==> src/rtl/branch_resolve_unit_pkg.sv <==
// Shared types and constants for the branch resolve unit: condition codes,
// ALU op encodings, FSM states and the condition-table helper.
package branch_resolve_unit_pkg;

  localparam int WIDTH = 16;

  typedef enum logic [2:0] {
    BR_BEQ = 3'b000,
    BR_BNE = 3'b001,
    BR_BGT = 3'b010,
    BR_BLT = 3'b011,
    BR_BGE = 3'b100,
    BR_BLE = 3'b101,
    BR_JMP = 3'b110,
    BR_NOP = 3'b111
  } br_op_e;

  typedef enum logic {
    ALU_ADD = 1'b0,
    ALU_SUB = 1'b1
  } alu_op_e;

  typedef enum logic [1:0] {
    ST_IDLE = 2'd0,
    ST_CMP  = 2'd1,
    ST_TGT  = 2'd2,
    ST_RESP = 2'd3
  } state_e;

  // zero/pos describe the wrapped difference a-b from the compare pass.
  function automatic logic cond_taken(input br_op_e op, input logic zero, input logic pos);
    logic taken;
    case (op)
      BR_BEQ:  taken = zero;
      BR_BNE:  taken = !zero;
      BR_BGT:  taken = pos;
      BR_BLT:  taken = !zero && !pos;
      BR_BGE:  taken = zero || pos;
      BR_BLE:  taken = !pos;
      BR_JMP:  taken = 1'b1;
      default: taken = 1'b0;
    endcase
    return taken;
  endfunction

  // JMP and NOP resolve without a compare pass.
  function automatic logic needs_compare(input br_op_e op);
    return !(op == BR_JMP || op == BR_NOP);
  endfunction

endpackage

==> src/rtl/branch_resolve_unit_cond_eval.sv <==
// Combinational map from condition code and compare flags to taken.
module br_cond_eval
  import branch_resolve_unit_pkg::*;
(
  input  logic [2:0] op,
  input  logic       zero,
  input  logic       pos,
  output logic       taken
);

  logic [7:0] taken_vec;

  // One decoded outcome per condition code, then select by op.
  genvar gi;
  generate
    for (gi = 0; gi < 8; gi++) begin : g_cond
      assign taken_vec[gi] = cond_taken(br_op_e'(3'(gi)), zero, pos);
    end
  endgenerate

  assign taken = taken_vec[op];

endmodule

==> src/rtl/branch_resolve_unit.sv <==
// Branch resolver driving an external add/subtract ALU: a compare pass (a-b)
// followed by a target pass (pc+off), then a held valid/ready response.
module branch_resolve_unit #(
  parameter int WIDTH   = branch_resolve_unit_pkg::WIDTH,
  parameter int PC_STEP = 1
) (
  input  logic             clk,
  input  logic             reset,
  input  logic             req_valid,
  output logic             req_ready,
  input  logic [2:0]       req_op,
  input  logic [WIDTH-1:0] req_a,
  input  logic [WIDTH-1:0] req_b,
  input  logic [WIDTH-1:0] req_pc,
  input  logic [WIDTH-1:0] req_off,
  output logic             resp_valid,
  input  logic             resp_ready,
  output logic             resp_taken,
  output logic [WIDTH-1:0] resp_next_pc,
  output logic             alu_inst_id,
  output logic [WIDTH-1:0] alu_in0,
  output logic [WIDTH-1:0] alu_in1,
  output logic             alu_reset,
  input  logic [WIDTH-1:0] alu_out,
  input  logic [WIDTH-1:0] alu_zero,
  input  logic [WIDTH-1:0] alu_pos
);
  import branch_resolve_unit_pkg::*;

  state_e           state_reg, state_next;
  br_op_e           op_reg, op_next;
  logic [WIDTH-1:0] a_reg, a_next;
  logic [WIDTH-1:0] b_reg, b_next;
  logic [WIDTH-1:0] pc_reg, pc_next;
  logic [WIDTH-1:0] off_reg, off_next;
  logic [WIDTH-1:0] next_pc_reg, next_pc_next;
  logic             zero_reg, zero_next;
  logic             pos_reg, pos_next;
  logic             taken_reg, taken_next;

  logic             eval_taken;
  logic [WIDTH-1:0] fall_through;
  logic             unused_flag_bits;

  // The ALU flags are full-width buses but only bit 0 carries information.
  assign unused_flag_bits = ^{alu_zero[WIDTH-1:1], alu_pos[WIDTH-1:1]};

  assign fall_through = pc_reg + WIDTH'(PC_STEP);
  assign alu_reset    = reset;

  br_cond_eval u_cond_eval (
    .op    (op_reg),
    .zero  (zero_reg),
    .pos   (pos_reg),
    .taken (eval_taken)
  );

  always_comb begin
    state_next   = state_reg;
    op_next      = op_reg;
    a_next       = a_reg;
    b_next       = b_reg;
    pc_next      = pc_reg;
    off_next     = off_reg;
    zero_next    = zero_reg;
    pos_next     = pos_reg;
    taken_next   = taken_reg;
    next_pc_next = next_pc_reg;
    req_ready    = 1'b0;
    resp_valid   = 1'b0;
    resp_taken   = 1'b0;
    resp_next_pc = '0;
    alu_inst_id  = ALU_ADD;
    alu_in0      = '0;
    alu_in1      = '0;

    case (state_reg)
      ST_IDLE: begin
        req_ready = 1'b1;
        if (req_valid) begin
          op_next    = br_op_e'(req_op);
          a_next     = req_a;
          b_next     = req_b;
          pc_next    = req_pc;
          off_next   = req_off;
          state_next = needs_compare(br_op_e'(req_op)) ? ST_CMP : ST_TGT;
        end
      end
      ST_CMP: begin
        alu_inst_id = ALU_SUB;
        alu_in0     = a_reg;
        alu_in1     = b_reg;
        zero_next   = alu_zero[0];
        pos_next    = alu_pos[0];
        state_next  = ST_TGT;
      end
      ST_TGT: begin
        // Flags are stale for JMP/NOP, but the evaluator ignores them there.
        alu_inst_id  = ALU_ADD;
        alu_in0      = pc_reg;
        alu_in1      = off_reg;
        taken_next   = eval_taken;
        next_pc_next = eval_taken ? alu_out : fall_through;
        state_next   = ST_RESP;
      end
      ST_RESP: begin
        resp_valid   = 1'b1;
        resp_taken   = taken_reg;
        resp_next_pc = next_pc_reg;
        if (resp_ready) begin
          state_next = ST_IDLE;
        end
      end
      default: begin
        state_next = ST_IDLE;
      end
    endcase
  end

  always_ff @(posedge clk) begin
    if (reset) begin
      state_reg   <= ST_IDLE;
      op_reg      <= BR_BEQ;
      a_reg       <= '0;
      b_reg       <= '0;
      pc_reg      <= '0;
      off_reg     <= '0;
      zero_reg    <= 1'b0;
      pos_reg     <= 1'b0;
      taken_reg   <= 1'b0;
      next_pc_reg <= '0;
    end else begin
      state_reg   <= state_next;
      op_reg      <= op_next;
      a_reg       <= a_next;
      b_reg       <= b_next;
      pc_reg      <= pc_next;
      off_reg     <= off_next;
      zero_reg    <= zero_next;
      pos_reg     <= pos_next;
      taken_reg   <= taken_next;
      next_pc_reg <= next_pc_next;
    end
  end

endmodule

==> config.mk <==
export PLATFORM = sky130hd
export DESIGN_NAME = branch_resolve_unit
export DESIGN_NICKNAME = d
export VERILOG_FILES = /design/src/rtl/branch_resolve_unit_pkg.sv /design/src/rtl/branch_resolve_unit_cond_eval.sv /design/src/rtl/branch_resolve_unit.sv
export SDC_FILE = /design/constraint.sdc
export NUM_CORES = 1
export LEC_CHECK = 0
export CORE_MARGIN = 2
export CORE_UTILIZATION = 45
export CTS_BUF_LIST = sky130_fd_sc_hd__clkbuf_4
export DETAILED_ROUTE_END_ITERATION = 10
export PLACE_DENSITY = 0.83
export SETUP_SLACK_MARGIN = 0.05
export SKIP_LAST_GASP = 1
export SYNTH_ARGS = -nofsm -noshare
export SYNTH_HDL_FRONTEND = slang
export SYNTH_SLANG_ARGS = --single-unit
export TNS_END_PERCENT = 5
==> constraint.sdc <==
create_clock -name clk -period 2.2 [get_ports clk]
set_input_delay 0.44 -clock clk [delete_from_list [all_inputs] [get_ports clk]]
set_output_delay 0.44 -clock clk [all_outputs]
set_load 0.05 [all_outputs]
== Yosys cells after proc, flatten, opt, wreduce, memory -nomap -nowiden ==
Index checks and enable logic that the tools add are counted.
Word-level totals
  register bits after elaboration: 88
  bits of input ports: 119
  output and inout port bits: 53
  logic and storage cells: 41
Operators by class
  $add $sub $neg: 1
  magnitude comparators: 1
  equality and inequality tests: 7
  muxes and demuxes: 14
  reductions and logical operators: 8
Operators with widths (count)
  $pmux 16 s2: 2
  $mux 16: 2
  $add 16x1->16 const B: 1
  $pmux 2 s4: 1
  $eq 3x3->1 const B: 2
  $mux 2: 3
  $mux 1: 5
  $eq 2x2->1 const B: 2
  $lt 3x4->1 const B: 1
  $ne 2x2->1 const B: 2
  $reduce_and 2->1: 2
  $bmux 1 s3: 1
  $eq 2x1->1 const B: 1
  $logic_not 1->1: 2
  $logic_not 2->1: 1
  $logic_or 1x1->1: 2
  $logic_and 1x1->1: 1

== Longest topological paths before layout ==
  depth in word-level cells: 5
  gate-level depth with buffers: 8
  mapped depth without buffers: 6

== By module ==
From an unflattened synthesis, not the netlist that was laid out.
Unflattened totals
  cell total of the unflattened synthesis: 531
  area, all modules: 4244.1 um^2
By module, submodules not included
  branch_resolve_unit: times used 1, cells an instance 523, area each 4184.0 um^2, sequential area each 1761.7 um^2
  br_cond_eval: times used 1, cells an instance 8, area each 60.1 um^2, sequential area each 0.0 um^2

== Least setup slack after synthesis ==
No wires, ideal clock.
  kind: reg2out
  from: register state_reg[1]
  to: output port alu_in0[13]
  arrival: 2.284 ns
  data required time: 1.760 ns
  slack: -0.524 ns
  stages on the path, launching flop included: 7
  path buffers: 2
  path through: dfxtp_1 -> inv_1 -> ha_1 -> clkbuf_1 -> clkbuf_1 -> a22oi_1 -> nor2b_1
Between the ends
  longest elaborated chain between the ends: 2
  elaborated cells on any way between the ends: 3
  those cells by class: eq/ne: 2; mux: 1
RTL lines
  start, declared: line branch_resolve_unit.sv:30  | state_e state_reg, state_next;
  start signal, assigned: line branch_resolve_unit.sv:133  | state_reg <= state_next;
  $eq 2x2->1 / $eq 2x1->1 (equally long branches): line branch_resolve_unit.sv:77  | case (state_reg)
  $pmux 16 s2 *: line branch_resolve_unit.sv:77
  end, declared: line branch_resolve_unit.sv:21  | output logic [WIDTH-1:0] alu_in0,
Mark *: on every way between the ends. The rest lies on a longest branch, timed or not.

== Worst setup path in the final report ==
  from: register state_reg[1]
  to: output port alu_in0[1]
The elaborated chain is that of the path after synthesis.

==> impl_metrics.csv <==
group,metric,value,unit
run_status,status,"finished, final reports clean",
global_route,antenna_found_initial,0,
synthesis,ys_ff_latch,88,
floorplanning,dieWidth,102,µm
worst_hold_path,hold_path_class,"primary input to flip-flop",
setup_path,critical_path.slowest_cell,"dfxtp_4",
synthesis,yosysTopAreaCell,"dfxtp_1",
layout,drive_gt1_frac,0.253,
placement,dp.cells,787,
global_route,track_usage,0.248,
clock_network,path_clk_slew,140,ps
floorplanning,io-pin-count,172,
power,pwr_density_cell,876,nW/µm²
layout,syn_to_final_growth,63.2,%
placement,hpwl,8.79,mm
setup_path,critPathLaunchType,"flip-flop",
placement,place.gp.congestion,0.870,
floorplanning,rows,35,
synthesis,synth_cells,553,
routing,dr_total_vias,4456,
synthesis,synth.distinct_cells,44,
setup_path,cp_data_required_time,1760,ps
routing,wl_per_cell,16.4,µm
setup_path,cp_max_fo,8,
timing,finClkSkew,15.6,ps
run,maxCapViolCount,0,
global_route,overflow,0,
setup_path,path_cells,"inv_4, ha_4, buf_12, a22oi_2, nor2b_4, buf_12",
timing,fin_crit_sh,0.993,
routing,drt_iter0_drc,197,
timing,worst_pin_slew,597,ps
layout,fill_cells,588,
placement,io_buffers,141,
synthesis,async_flop_share,0,
power,power,6.14,mW
global_route,grt_max_degree,68,
synthesis,synth-edff-count,0,
clock_network,cts_made_buffers,9,
clock_network,clk_latency,440,ps
floorplanning,coreArea,9240,µm²
timing,setup_viol,0,
setup_path,path_class,"flip-flop to output port",
timing,period_needed,2180,ps
floorplanning,die_area,10300,µm²
setup_path,crit_family,"flip-flops",
timing,max_freq,458,MHz
timing,hold_viol,0,
floorplanning,die_y,102,µm
setup_path,cpMostUsedCell,"buf_12",
routing,drt_pass1_iterations,5,
power,p_leak,2.40,nW
routing,via_per_inst,5.50,
synthesis,synth_most_common_cell,"nand2_1",
timing,slew_viol_final,0,
power,vdd_drop_max,415,µV
synthesis,syn_nets,677,
synthesis,synth_area_per_cell,7.77,µm²
layout,diodes,0,
setup_path,crit_buf_inv,3,
synthesis,synth_top_area_share,0.410,
clock_network,clockRootBuffer,"clkbuf_4",
synthesis,synth_area,4300,µm²
global_route,grt_pass1_wl,20.5,mm
setup_path,cpPeakStageDelay,420,ps
setup_path,cp-end-kind,"output port",
clock_network,cts.sinks,88,
layout,fin_cells,810,
routing,wl,13.3,mm
synthesis,ys_top_cells_by_area,"dfxtp_1 41%, nand2_1 13%, a21oi_1 8.0%",
clock_network,ctsHtreeMaxLevel,3,
routing,drtAntennaViolNets,0,
clock_network,cts_tree,"built",
global_route,grt_pass1_vias,4387,
synthesis,yosys_warnings,0,
synthesis,synth_flop_cell,"dfxtp_1",
floorplanning,start_util,0.465,
clock_network,clockBufferDepth,2,
routing,remaining_drc_errors,0,
layout,nets,800,
synthesis,seq_area_frac_synth,0.410,
timing,rsz0062_at_grt,"yes",
timing,relSlewSlack,0.602,
setup_path,worstPathArrival,1740,ps
clock_network,cts_hold_buf,0,
synthesis,synth_commonest_cells,"146 x nand2_1, 88 x dfxtp_1, 69 x a21oi_1",
worst paths after layout:
kind / startpoint / endpoint / slack, ps / cells after the start
min: reset / next_pc_reg[3] / 420 / 2
max reg2reg: state_reg[0] / next_pc_reg[14] / 300 / 7
max: state_reg[1] / alu_in0[1] / 20 / 6
min reg2reg: a_reg[8] / a_reg[8] / 470 / 2
stage by stage:
step	utilization	setup slack [ps]	TNS, ps	cell area (µm²)	hold slack (ps)
after floorplan	-	-30.1	-119	4510	436
after global placement	0.706	302	0	6520	442
after detailed placement	0.706	273	0	6520	447
after CTS	0.737	-56.4	-866	6810	419
after global routing	0.759	-62.9	-1200	7010	417
final	0.759	16.2	0	7010	424
what timing repair did:
action                                  CTS  global route
resized for setup                        34            29
buffers inserted                          1             3
endpoints found under the setup margin   49            33
pin swaps                                 1            12
gates cloned                              1             2
routing by layer:
layer  global-route usage  routed length, µm  part of all wire  vias up
met4               0.0925                201             0.015        0
met1                0.309               5440              0.41     2101
met2                0.413               6630              0.50      198
met3               0.0635               1010             0.076       20
met5                    0                  0                 0        -
li1                     -                  -                 -     2137
cells by family after synthesis:
| kind of cell | Yosys count | share of synthesized area |
|---|---|---|
| buffers and inverters | 59 | 0.0609 |
| AO/OA/AOI/OAI | 133 | 0.203 |
| adder cells (fa/ha/maj) | 6 | 0.0172 |
| XOR/XNOR | 14 | 0.0285 |
| multiplexers | 3 | 0.00699 |
| AND/OR/NAND/NOR | 250 | 0.273 |
| flip-flops | 88 | 0.410 |
final cells by class:
type | instances | area [µm²] | area share
multi-input combinational | 406 | 2700 | 0.386
sequential | 88 | 1770 | 0.252
timing repair buffer | 162 | 2220 | 0.316
inverter | 9 | 43.8 | 0.00625
tap | 129 | 161 | 0.0230
clock inverter | 7 | 46.3 | 0.00660
clock buffer | 9 | 67.6 | 0.00964
report_power, final:
| part | total (mW) | internal (mW) | switching, mW |
|---|---|---|---|
| Sequential | 2.13 | 1.87 | 0.265 |
| Combinational | 3.20 | 1.55 | 1.65 |
| Clock | 0.813 | 0.233 | 0.580 |
| Total | 6.14 | 3.65 | 2.49 |
cells in the final DEF (no fill, tap or decap), types with 4 or more instances in the layout:
| cell | instances |
|---|---|
| nand2_1 | 145 |
| clkdlybuf4s50_1 | 87 |
| dfxtp_1 | 86 |
| a21oi_1 | 68 |
| buf_12 | 57 |
| a22oi_2 | 30 |
| nor2b_4 | 30 |
| nand3_1 | 28 |
| and2_1 | 17 |
| xnor2_1 | 12 |
| buf_4 | 11 |
| clkbuf_4 | 9 |
| o221ai_1 | 7 |
| nor4_1 | 6 |
| nor2_1 | 6 |
| inv_1 | 5 |
| o41ai_1 | 4 |
| a31o_1 | 4 |
| o211ai_1 | 4 |
Note: power is estimated with default switching activity, not from simulation.
